**src/rtl/uram_burst_reader_if.sv**
```systemverilog
// Bundle of command, URAM read-port and return-stream signals for
// uram_burst_reader.
//   Command : start, base_addr, len -> busy, done
//   URAM    : mem_en, we, addr -> rdata
//   Stream  : m_valid, m_data, m_last -> m_ready
// master = the burst reader, slave = its environment (command source,
// URAM port and stream sink).
interface uram_burst_reader_if #(
  parameter int AWIDTH = 12,
  parameter int DWIDTH = 32
) ();
  logic              start;
  logic [AWIDTH-1:0] base_addr;
  logic [AWIDTH:0]   len;
  logic              busy;
  logic              done;
  logic              mem_en;
  logic              we;
  logic [AWIDTH-1:0] addr;
  logic [DWIDTH-1:0] rdata;
  logic              m_valid;
  logic              m_ready;
  logic [DWIDTH-1:0] m_data;
  logic              m_last;

  modport master (
    input  start, base_addr, len, rdata, m_ready,
    output busy, done, mem_en, we, addr, m_valid, m_data, m_last
  );

  modport slave (
    output start, base_addr, len, rdata, m_ready,
    input  busy, done, mem_en, we, addr, m_valid, m_data, m_last
  );
endinterface

```
**src/rtl/uram_burst_reader.sv**
```systemverilog
// Burst read initiator for one URAM port (read latency NBPIPE+1).
// A command (base_addr, len) is turned into len sequential reads; the
// returned words are buffered in a small FIFO and delivered on a
// valid/ready stream with m_last on the final word. Reads are only issued
// while FIFO entries + reads in flight < FIFO_DEPTH, so every returned word
// always has a slot and nothing is dropped under backpressure.
// Ports:
//   clk    - rising-edge clock
//   rst_n  - asynchronous active-low reset
//   bus    - uram_burst_reader_if.master (command, URAM port, stream)
module uram_burst_reader #(
  parameter int AWIDTH     = 12,
  parameter int DWIDTH     = 32,
  parameter int NBPIPE     = 1,
  parameter int FIFO_DEPTH = 4
) (
  input  logic                 clk,
  input  logic                 rst_n,
  uram_burst_reader_if.master  bus
);
  localparam int LAT = NBPIPE + 1;
  localparam int PW  = (FIFO_DEPTH > 1) ? $clog2(FIFO_DEPTH) : 1;
  localparam int CW  = $clog2(FIFO_DEPTH + LAT + 1) + 1;
  localparam logic [AWIDTH:0] ONE = 1;

  localparam logic [1:0] IDLE  = 2'd0;
  localparam logic [1:0] ISSUE = 2'd1;
  localparam logic [1:0] DRAIN = 2'd2;

  logic [1:0]        state;
  logic [AWIDTH-1:0] cur_addr;
  logic [AWIDTH:0]   remaining;
  logic [LAT-1:0]    vld_sr;
  logic [LAT-1:0]    tag_sr;
  logic              done_r;

  logic [DWIDTH-1:0]     fifo_data [FIFO_DEPTH];
  logic [FIFO_DEPTH-1:0] fifo_last;
  logic [PW-1:0]         wr_ptr;
  logic [PW-1:0]         rd_ptr;
  logic [CW-1:0]         fifo_count;

  logic [CW-1:0] inflight;
  logic [CW-1:0] occupancy;
  logic          issue;
  logic          last_issue;
  logic          push;
  logic          pop;
  logic          m_valid_i;
  logic          m_last_i;

  // Credit is taken from registered counts only: a word popped this cycle
  // frees its slot for issue in the next cycle.
  always_comb begin
    inflight = '0;
    for (int unsigned i = 0; i < LAT; i++) begin
      inflight = inflight + CW'(vld_sr[i]);
    end
    occupancy  = fifo_count + inflight;
    issue      = (state == ISSUE) && (occupancy < CW'(FIFO_DEPTH));
    last_issue = issue && (remaining == ONE);
  end

  assign push      = vld_sr[LAT-1];
  assign m_valid_i = (fifo_count != '0);
  assign m_last_i  = m_valid_i & fifo_last[rd_ptr];
  assign pop       = m_valid_i & bus.m_ready;

  assign bus.busy    = (state != IDLE);
  assign bus.done    = done_r;
  assign bus.mem_en  = issue;
  assign bus.we      = 1'b0;
  assign bus.addr    = cur_addr;
  assign bus.m_valid = m_valid_i;
  assign bus.m_last  = m_last_i;
  assign bus.m_data  = m_valid_i ? fifo_data[rd_ptr] : '0;

  // Command sequencing and in-flight tracking.
  always_ff @(posedge clk or negedge rst_n) begin
    if (!rst_n) begin
      state     <= IDLE;
      cur_addr  <= '0;
      remaining <= '0;
      vld_sr    <= '0;
      tag_sr    <= '0;
      done_r    <= 1'b0;
    end else begin
      done_r <= 1'b0;
      vld_sr <= (vld_sr << 1) | LAT'(issue);
      tag_sr <= (tag_sr << 1) | LAT'(last_issue);
      case (state)
        IDLE: begin
          if (bus.start) begin
            if (bus.len != '0) begin
              cur_addr  <= bus.base_addr;
              remaining <= bus.len;
              state     <= ISSUE;
            end else begin
              done_r <= 1'b1;
            end
          end
        end
        ISSUE: begin
          if (issue) begin
            cur_addr  <= cur_addr + AWIDTH'(1);
            remaining <= remaining - ONE;
            if (last_issue) state <= DRAIN;
          end
        end
        DRAIN: begin
          if (pop && m_last_i) begin
            done_r <= 1'b1;
            state  <= IDLE;
          end
        end
        default: state <= IDLE;
      endcase
    end
  end

  // Return FIFO control.
  always_ff @(posedge clk or negedge rst_n) begin
    if (!rst_n) begin
      wr_ptr     <= '0;
      rd_ptr     <= '0;
      fifo_count <= '0;
    end else begin
      if (push) begin
        wr_ptr <= (wr_ptr == PW'(FIFO_DEPTH - 1)) ? '0 : wr_ptr + PW'(1);
      end
      if (pop) begin
        rd_ptr <= (rd_ptr == PW'(FIFO_DEPTH - 1)) ? '0 : rd_ptr + PW'(1);
      end
      case ({push, pop})
        2'b10:   fifo_count <= fifo_count + CW'(1);
        2'b01:   fifo_count <= fifo_count - CW'(1);
        default: fifo_count <= fifo_count;
      endcase
    end
  end

  // FIFO storage; contents are don't-care while the entry is empty.
  always_ff @(posedge clk) begin
    if (push) begin
      fifo_data[wr_ptr] <= bus.rdata;
      fifo_last[wr_ptr] <= tag_sr[LAT-1];
    end
  end
endmodule

```
**src/flat_wrapper.sv**
```systemverilog
// flat-port wrapper written by rule: the top's interface ports become plain ports
module uram_burst_reader_flat 
#(
  parameter int AWIDTH     = 12,
  parameter int DWIDTH     = 32,
  parameter int NBPIPE     = 1,
  parameter int FIFO_DEPTH = 4
)
  (clk, rst_n, bus_start, bus_base_addr, bus_len, bus_rdata, bus_m_ready, bus_busy, bus_done, bus_mem_en, bus_we, bus_addr, bus_m_valid, bus_m_data, bus_m_last);
  uram_burst_reader_if #(.AWIDTH(AWIDTH), .DWIDTH(DWIDTH)) bus_i ();
  input  logic clk;
  input  logic rst_n;
  input wire logic [$bits(bus_i.start)-1:0] bus_start;
  input wire logic [$bits(bus_i.base_addr)-1:0] bus_base_addr;
  input wire logic [$bits(bus_i.len)-1:0] bus_len;
  input wire logic [$bits(bus_i.rdata)-1:0] bus_rdata;
  input wire logic [$bits(bus_i.m_ready)-1:0] bus_m_ready;
  output wire logic [$bits(bus_i.busy)-1:0] bus_busy;
  output wire logic [$bits(bus_i.done)-1:0] bus_done;
  output wire logic [$bits(bus_i.mem_en)-1:0] bus_mem_en;
  output wire logic [$bits(bus_i.we)-1:0] bus_we;
  output wire logic [$bits(bus_i.addr)-1:0] bus_addr;
  output wire logic [$bits(bus_i.m_valid)-1:0] bus_m_valid;
  output wire logic [$bits(bus_i.m_data)-1:0] bus_m_data;
  output wire logic [$bits(bus_i.m_last)-1:0] bus_m_last;
  assign bus_i.start = bus_start;
  assign bus_i.base_addr = bus_base_addr;
  assign bus_i.len = bus_len;
  assign bus_i.rdata = bus_rdata;
  assign bus_i.m_ready = bus_m_ready;
  assign bus_busy = bus_i.busy;
  assign bus_done = bus_i.done;
  assign bus_mem_en = bus_i.mem_en;
  assign bus_we = bus_i.we;
  assign bus_addr = bus_i.addr;
  assign bus_m_valid = bus_i.m_valid;
  assign bus_m_data = bus_i.m_data;
  assign bus_m_last = bus_i.m_last;
  uram_burst_reader #(.AWIDTH(AWIDTH), .DWIDTH(DWIDTH), .NBPIPE(NBPIPE), .FIFO_DEPTH(FIFO_DEPTH)) u_core (.clk(clk), .rst_n(rst_n), .bus(bus_i));
endmodule
```
**config.mk**
```make
export PLATFORM = sky130hd
export DESIGN_NAME = uram_burst_reader_flat
export DESIGN_NICKNAME = d
export VERILOG_FILES = /design/src/rtl/uram_burst_reader_if.sv /design/src/rtl/uram_burst_reader.sv /design/src/flat_wrapper.sv
export SDC_FILE = /design/constraint.sdc
export NUM_CORES = 1
export LEC_CHECK = 0
export ABC_AREA = 1
export BUFFER_PORTS_ARGS = -buffer_cell sky130_fd_sc_hd__buf_2
export CAP_MARGIN = 20
export CORE_MARGIN = 2
export CORE_UTILIZATION = 45
export DETAILED_ROUTE_END_ITERATION = 10
export GPL_TIMING_DRIVEN = 0
export PLACE_DENSITY = 0.7
export SLEW_MARGIN = 30
export SYNTH_ARGS = -nofsm -noshare
export SYNTH_HDL_FRONTEND = slang
export SYNTH_SLANG_ARGS = --single-unit
```
**constraint.sdc**
```tcl
create_clock -name clk -period 5.15 [get_ports clk]
set_input_delay 0.7725 -clock clk [delete_from_list [all_inputs] [get_ports clk]]
set_output_delay 0.7725 -clock clk [all_outputs]
set_load 0.01 [all_outputs]
```
; ---- Yosys cells after proc, flatten, opt, wreduce, memory -nomap -nowiden
; Memories as Yosys holds them, arrays and structs flattened.
; Cells that the tools add are included.
[op_classes]
bitwise_logic = 4
n_eq_ne = 12
add_sub_neg = 8
n_reduce_logical = 12
order_cmp = 4
muxes = 29
[ops]
columns = cell, n
row1 = 13-bit 2-to-1 mux, 3
row2 = 12-bit 2-to-1 mux, 3
row3 = 32-bit 2-to-1 mux, 1
row4 = 13-bit case mux with 2 select lines, 1
row5 = 12-bit case mux with 2 select lines, 1
row6 = 2-bit 2-to-1 mux, 7
row7 = "13-bit by 1-bit equality test with 1-bit output, second input constant", 1
row8 = 13-bit nonzero test, 1
row9 = "13-bit by 1-bit subtractor with 13-bit output, second input constant", 1
row10 = "12-bit by 1-bit adder with 12-bit output, second input constant", 1
row11 = "2-bit equality test, second input constant", 4
row12 = "2-bit by 1-bit inequality test with 1-bit output, second input constant", 4
row13 = 4-bit case mux with 2 select lines, 1
row14 = 1-bit 2-to-1 mux, 7
row15 = "2-bit by 3-bit < comparator with 1-bit output, second input constant", 2
row16 = 2-bit case mux with 3 select lines, 1
row17 = 2-bit nonzero test, 3
row18 = 5-bit AND reduction, 1
row19 = "2-bit by 1-bit adder with 2-bit output, second input constant", 2
row20 = "4-bit by 1-bit adder with 4-bit output, second input constant", 1
row21 = 4-bit adder, 1
row22 = 4-bit bitwise mux, 1
row23 = "2-bit by 1-bit equality test with 1-bit output, second input constant", 2
row24 = 1-bit logical AND, 4
row25 = 13 further kinds, 15
[totals]
regBits = 44
n_memories = 1
ramBits = 128
elab_cells = 80
out_inout_bits = 50
[memory_table]
columns = name, words, word_bits, rd, rd_clocked_by_memory_dff, write_ports, line
row1 = u_core.fifo_data, 4, 32, 1, 0, 1, uram_burst_reader.sv:37  ; logic [DWIDTH-1:0] fifo_data [FIFO_DEPTH];

; ---- Longest topological paths before layout
[depth]
word_depth = 8
depth_mapped = 13
mapped_depth_nobuf = 12

; ---- Worst setup path after synthesis
; Ideal clock, no wire load.
[synth_path]
kind = input -> register
from = input bus_m_ready
to = register u_core.fifo_count[3]
cell_stages = 9
setup_time_ns = 0.131
path_buffers = 0
path_slack_ns = 3.039
t_arrival_ns = 1.980
cell_sequence = nand2_1 -> inv_1 -> ha_1 -> ha_1 -> a21oi_1 -> nand2_1 -> a21oi_1 -> o21ai_0 -> xor2_1
[synth_via]
elab_chain_cells = 3
elab_cells_between_ends = 5
[synth_lines]
columns = element, line
row1 = start: declaration, flat_wrapper.sv:17  ; input wire logic [$bits(bus_i.m_ready)-1:0] bus_m_ready;
row2 = 1-bit bitwise AND (*), uram_burst_reader.sv:67  ; assign pop = m_valid_i & bus.m_ready;
row3 = 2-bit by 1-bit equality test with 1-bit output / 2-bit equality test (equally long branches), uram_burst_reader.sv:134  ; case ({push, pop})
row4 = 4-bit case mux with 2 select lines / 2-bit nonzero test (equally long branches), -
row5 = end signal: assignment, uram_burst_reader.sv:135  ; 2'b10: fifo_count <= fifo_count + CW'(1);
row6 = end signal: assignment, uram_burst_reader.sv:136  ; 2'b01: fifo_count <= fifo_count - CW'(1);
row7 = end signal: assignment, uram_burst_reader.sv:137  ; default: fifo_count <= fifo_count;
row8 = end: declaration, uram_burst_reader.sv:41  ; logic [CW-1:0] fifo_count;
; Every way passes the cells marked *; elsewhere a longest branch is shown, timed or not.
; A chain may end at the register's enable or synchronous reset.

; ---- Worst setup path after layout
[layout_path]
from = register u_core.rd_ptr[1]
to = output bus_m_data[12]
[layout_via]
elab_chain_cells = 2
[layout_lines]
columns = element, line
row1 = start: declaration, uram_burst_reader.sv:40  ; logic [PW-1:0] rd_ptr;
row2 = start signal: assignment, uram_burst_reader.sv:132  ; rd_ptr <= (rd_ptr == PW'(FIFO_DEPTH - 1)) ? '0 : rd_ptr + PW'(1);
row3 = memory 4 x 32 bit, -
row4 = 32-bit 2-to-1 mux, uram_burst_reader.sv:76  ; assign bus.m_data = m_valid_i ? fifo_data[rd_ptr] : '0;
row5 = end: declaration, flat_wrapper.sv:24  ; output wire logic [$bits(bus_i.m_data)-1:0] bus_m_data;
; Every way passes these cells.

==> flow_summary.yaml <==
detailed_routing:
  drtIter0Drc: 321
  via_per_inst: 4.99
  antenna_left: 0
  dr.pass1.iters: 5
  remaining_drc_errors: 0
  vias: 5857
  drt-total-wl_um: 17400
  wire_per_inst_um: 14.8
setup_path:
  slowest_stage: "dfrtp_1"
  cpPeakStageDelay_ns: 0.35
  rr_startpoint: "u_core.fifo_count[0]$_DFFE_PN0P_"
  critical_path.top_delay_family: "buffers and inverters"
  r2r-end: "u_core.fifo_count[3]$_DFFE_PN0P_"
  ff2ff_setup_slack_ns: 2.95
  required_ns: 4.38
  critical_path_arrival_ns: 2.22
  cp-start-kind: "register"
  path_buf_inv: 4
  r2r_cells: 11
  crit_top_cell: "buf_2"
  critPathMaxFanout: 10
  worstPathCellList: "buf_2, clkinv_1, clkbuf_1, nor2_1, o21ai_0, a21oi_1, buf_2"
  critPathKind: "reg -> out"
  cp-end-kind: "output pin"
finish:
  n_fill_cell: 1536
  final_cell_count_no_fill: 1173
  nets: 1007
  layout-drive-gt1-share: 0.198
  seq_area_sq_um: 4960
  design_area_sq_um: 9370
  multi_input_area_sq_um: 2480
  area_growth_pct: 19.5
clock_tree:
  hold_buffers: 0
  clkLatencyLatePin_ns: 0.43
  clock_sinks: 172
  path_clk_slew_ns: 0.07
  cts-root-buf: "clkbuf_16"
  cts_buffer_depth: 2
  cts_buffers: 17
  post_cts_resized: 0
  cts_tree: "built"
  htreeDepth: 4
  postCtsSetupBuffers: 0
sta:
  tightest_slew_ns: 0.591
  finalCriticalPeriod_ns: 3.00
  skew_ns: 0.0106
  hold_viol_final: 0
  finalSetupViolations: 0
  tns_ns: 0
  setup_slack_ns: 2.15
  rsz0062_at_grt: "no"
  fmax_ghz: 0.334
  max-slew-margin-rel: 0.606
  fin_crit_sh: 0.582
  finalMaxSlewViolations: 0
power:
  p_per_area_nw_per_um2: 613
  p_comb_frac: 0.432
  p_int_mw: 3.44
  clock_power_share: 0.220
  power_mw: 5.75
  seq_power_share: 0.347
  switchingPower_mw: 2.31
  leakage_nw: 3.97
  ir_drop_mv: 0.435
  switching_share: 0.402
yosys:
  ys_ff_latch: 172
  synth.avg_cell_area_sq_um: 9.80
  synth_nets: 875
  netlist_area_sq_um: 7840
  ys_types: 33
  syn-instance-count: 800
  ys_seq_area_frac: 0.633
  yosys_warnings: 0
global_route:
  grt_pass1_wl_um: 27500
  grt_max_degree: 41
  overflow: 0
  track_usage: 0.196
  antenna_found_initial: 3
  first_global_vias: 5537
die:
  fp-row-count: 48
  fp.dieW_um: 136
  die_area_sq_um: 18500
  start_util: 0.457
  die_h_um: 136
  pin_count: 111
  core-area_sq_um: 17200
placed_design:
  port-buffer-count: 109
  dpl.cell_count: 1138
  place_ws_ns: 2.59
  hpwl_um: 11600
  place_congestion: 0.831
  placed_cell_area_sq_um: 8770
job:
  maxCapViolCount: 0
min_path:
  hp-class: "in -> async"
status:
  status: "finished, final reports clean"
[through the flow]
step / utilization / hold WS, ns
global route: 0.545 / 0.344
detailed placement: 0.511 / 0.342
floorplan: - / 0.331
finish: 0.546 / 0.320
CTS: 0.545 / 0.358
global placement: 0.505 / 0.335
[area by class of cell]
| cell class | instances | share of cell area |
|---|---|---|
| plain buffers | 36 | 0.0211 |
| flip-flops and latches | 172 | 0.530 |
| well taps | 225 | 0.0300 |
| inverters | 54 | 0.0216 |
| clock buffers | 18 | 0.0458 |
| repair buffers | 113 | 0.0694 |
| multi-input cells | 538 | 0.264 |
| clock inverters | 14 | 0.0172 |
| diodes | 3 | 0.000801 |
[cell usage after synthesis]
library cell | instances | area share
xnor2_1 | 2 | 0.0022
o21ai_2 | 2 | 0.0022
buf_1 | 3 | 0.0014
o21ai_1 | 6 | 0.0038
xor2_1 | 2 | 0.0022
or2_2 | 5 | 0.0040
ha_1 | 13 | 0.021
nor3_1 | 1 | 0.00064
nand4_1 | 7 | 0.0056
nand3b_1 | 1 | 0.00096
o21ai_0 | 83 | 0.053
nor2_4 | 1 | 0.0014
fa_1 | 1 | 0.0026
buf_6 | 5 | 0.0072
buf_4 | 3 | 0.0029
nor2_1 | 166 | 0.079
nor2_2 | 1 | 0.00080
nand3_2 | 4 | 0.0051
edfxtp_1 | 132 | 0.51
nand2_1 | 165 | 0.079
nand2_4 | 2 | 0.0029
clkinv_1 | 1 | 0.00048
inv_1 | 50 | 0.024
conb_1 | 1 | 0.00048
nand2_2 | 2 | 0.0016
a21oi_1 | 38 | 0.024
clkbuf_1 | 14 | 0.0067
a31oi_1 | 1 | 0.00080
nand3_1 | 33 | 0.021
o31ai_1 | 1 | 0.00096
buf_2 | 11 | 0.0070
inv_2 | 3 | 0.0014
dfrtp_1 | 40 | 0.13
[power by group through the flow]
stage	combinational (mW)	sequential, mW	clock [mW]
detailed placement	2.50	2.02	0
finish	2.48	2.00	1.27
floorplan	1.65	2.00	0
CTS	2.51	1.99	1.28
global route	2.82	2.03	1.34
global placement	2.41	2.02	0
[cell usage in the layout, fill, tap and decap left out, types with 2 or more instances in the layout]
cell        count
buf_16          3
clkbuf_1       15
ha_1           13
xnor2_1         2
o21ai_2         2
nand2_1       165
clkbuf_16      17
xor2_1          2
o21ai_0        83
nand4_1         7
or2_2           5
buf_4           4
clkinvlp_4      2
inv_6           3
buf_6           5
buf_2         119
o21ai_1         6
clkinv_4        5
edfxtp_1      132
diode_2         3
buf_1           3
nand2_2         2
nand3_1        33
nand3_2         4
dfrtp_1        40
nand2_4         2
bufinv_16       2
nor2_1        166
inv_1          46
a21oi_1        38
inv_2           7
[worst max-delay path by stage]
stage | startpoint | to | slack [ns] | cells after the start
6_report | u_core.rd_ptr[1]$_DFFE_PN0N_ | bus_m_data[12] | 2.15 | 7
2_1_floorplan | bus_m_ready | u_core.fifo_count[3]$_DFFE_PN0P_ | 3.04 | 9
3_5_place_dp | u_core.rd_ptr[1]$_DFFE_PN0N_ | bus_m_data[20] | 2.59 | 7
5_1_grt | u_core.rd_ptr[1]$_DFFE_PN0N_ | bus_m_data[20] | 1.96 | 7
3_3_place_gp | u_core.rd_ptr[0]$_DFFE_PN0N_ | bus_m_data[20] | 2.59 | 6
4_1_cts | u_core.rd_ptr[1]$_DFFE_PN0N_ | bus_m_data[20] | 2.12 | 7
[routing by layer]
layer | part of all wire | track usage | up-vias
li1 | - | - | 2935
met1 | 0.43 | 0.252 | 2711
met2 | 0.49 | 0.326 | 188
met3 | 0.068 | 0.0466 | 21
met4 | 0.015 | 0.0718 | 2
met5 | 0.00040 | 0 | -
[state kept, by name, summed over array words and instances (netlist names)]
name and cells:
u_core.rd_ptr 2, u_core.tag_sr 2, u_core.wr_ptr 2, u_core.fifo_last 4, u_core.remaining 13, u_core.fifo_data 128
u_core.fifo_count 4, u_core.bus.done 1, u_core.state 2, u_core.vld_sr 2, u_core.bus.addr 12
[cells by family after synthesis]
family                   synth area share
adder cells (fa/ha/maj)            0.0233
buffers and inverters              0.0511
XOR/XNOR                          0.00447
AND/OR/NAND/NOR                     0.202
AO/OA/AOI/OAI                      0.0850
other                            0.000478
flip-flops                          0.633
Power figures use the tool's default switching activity.
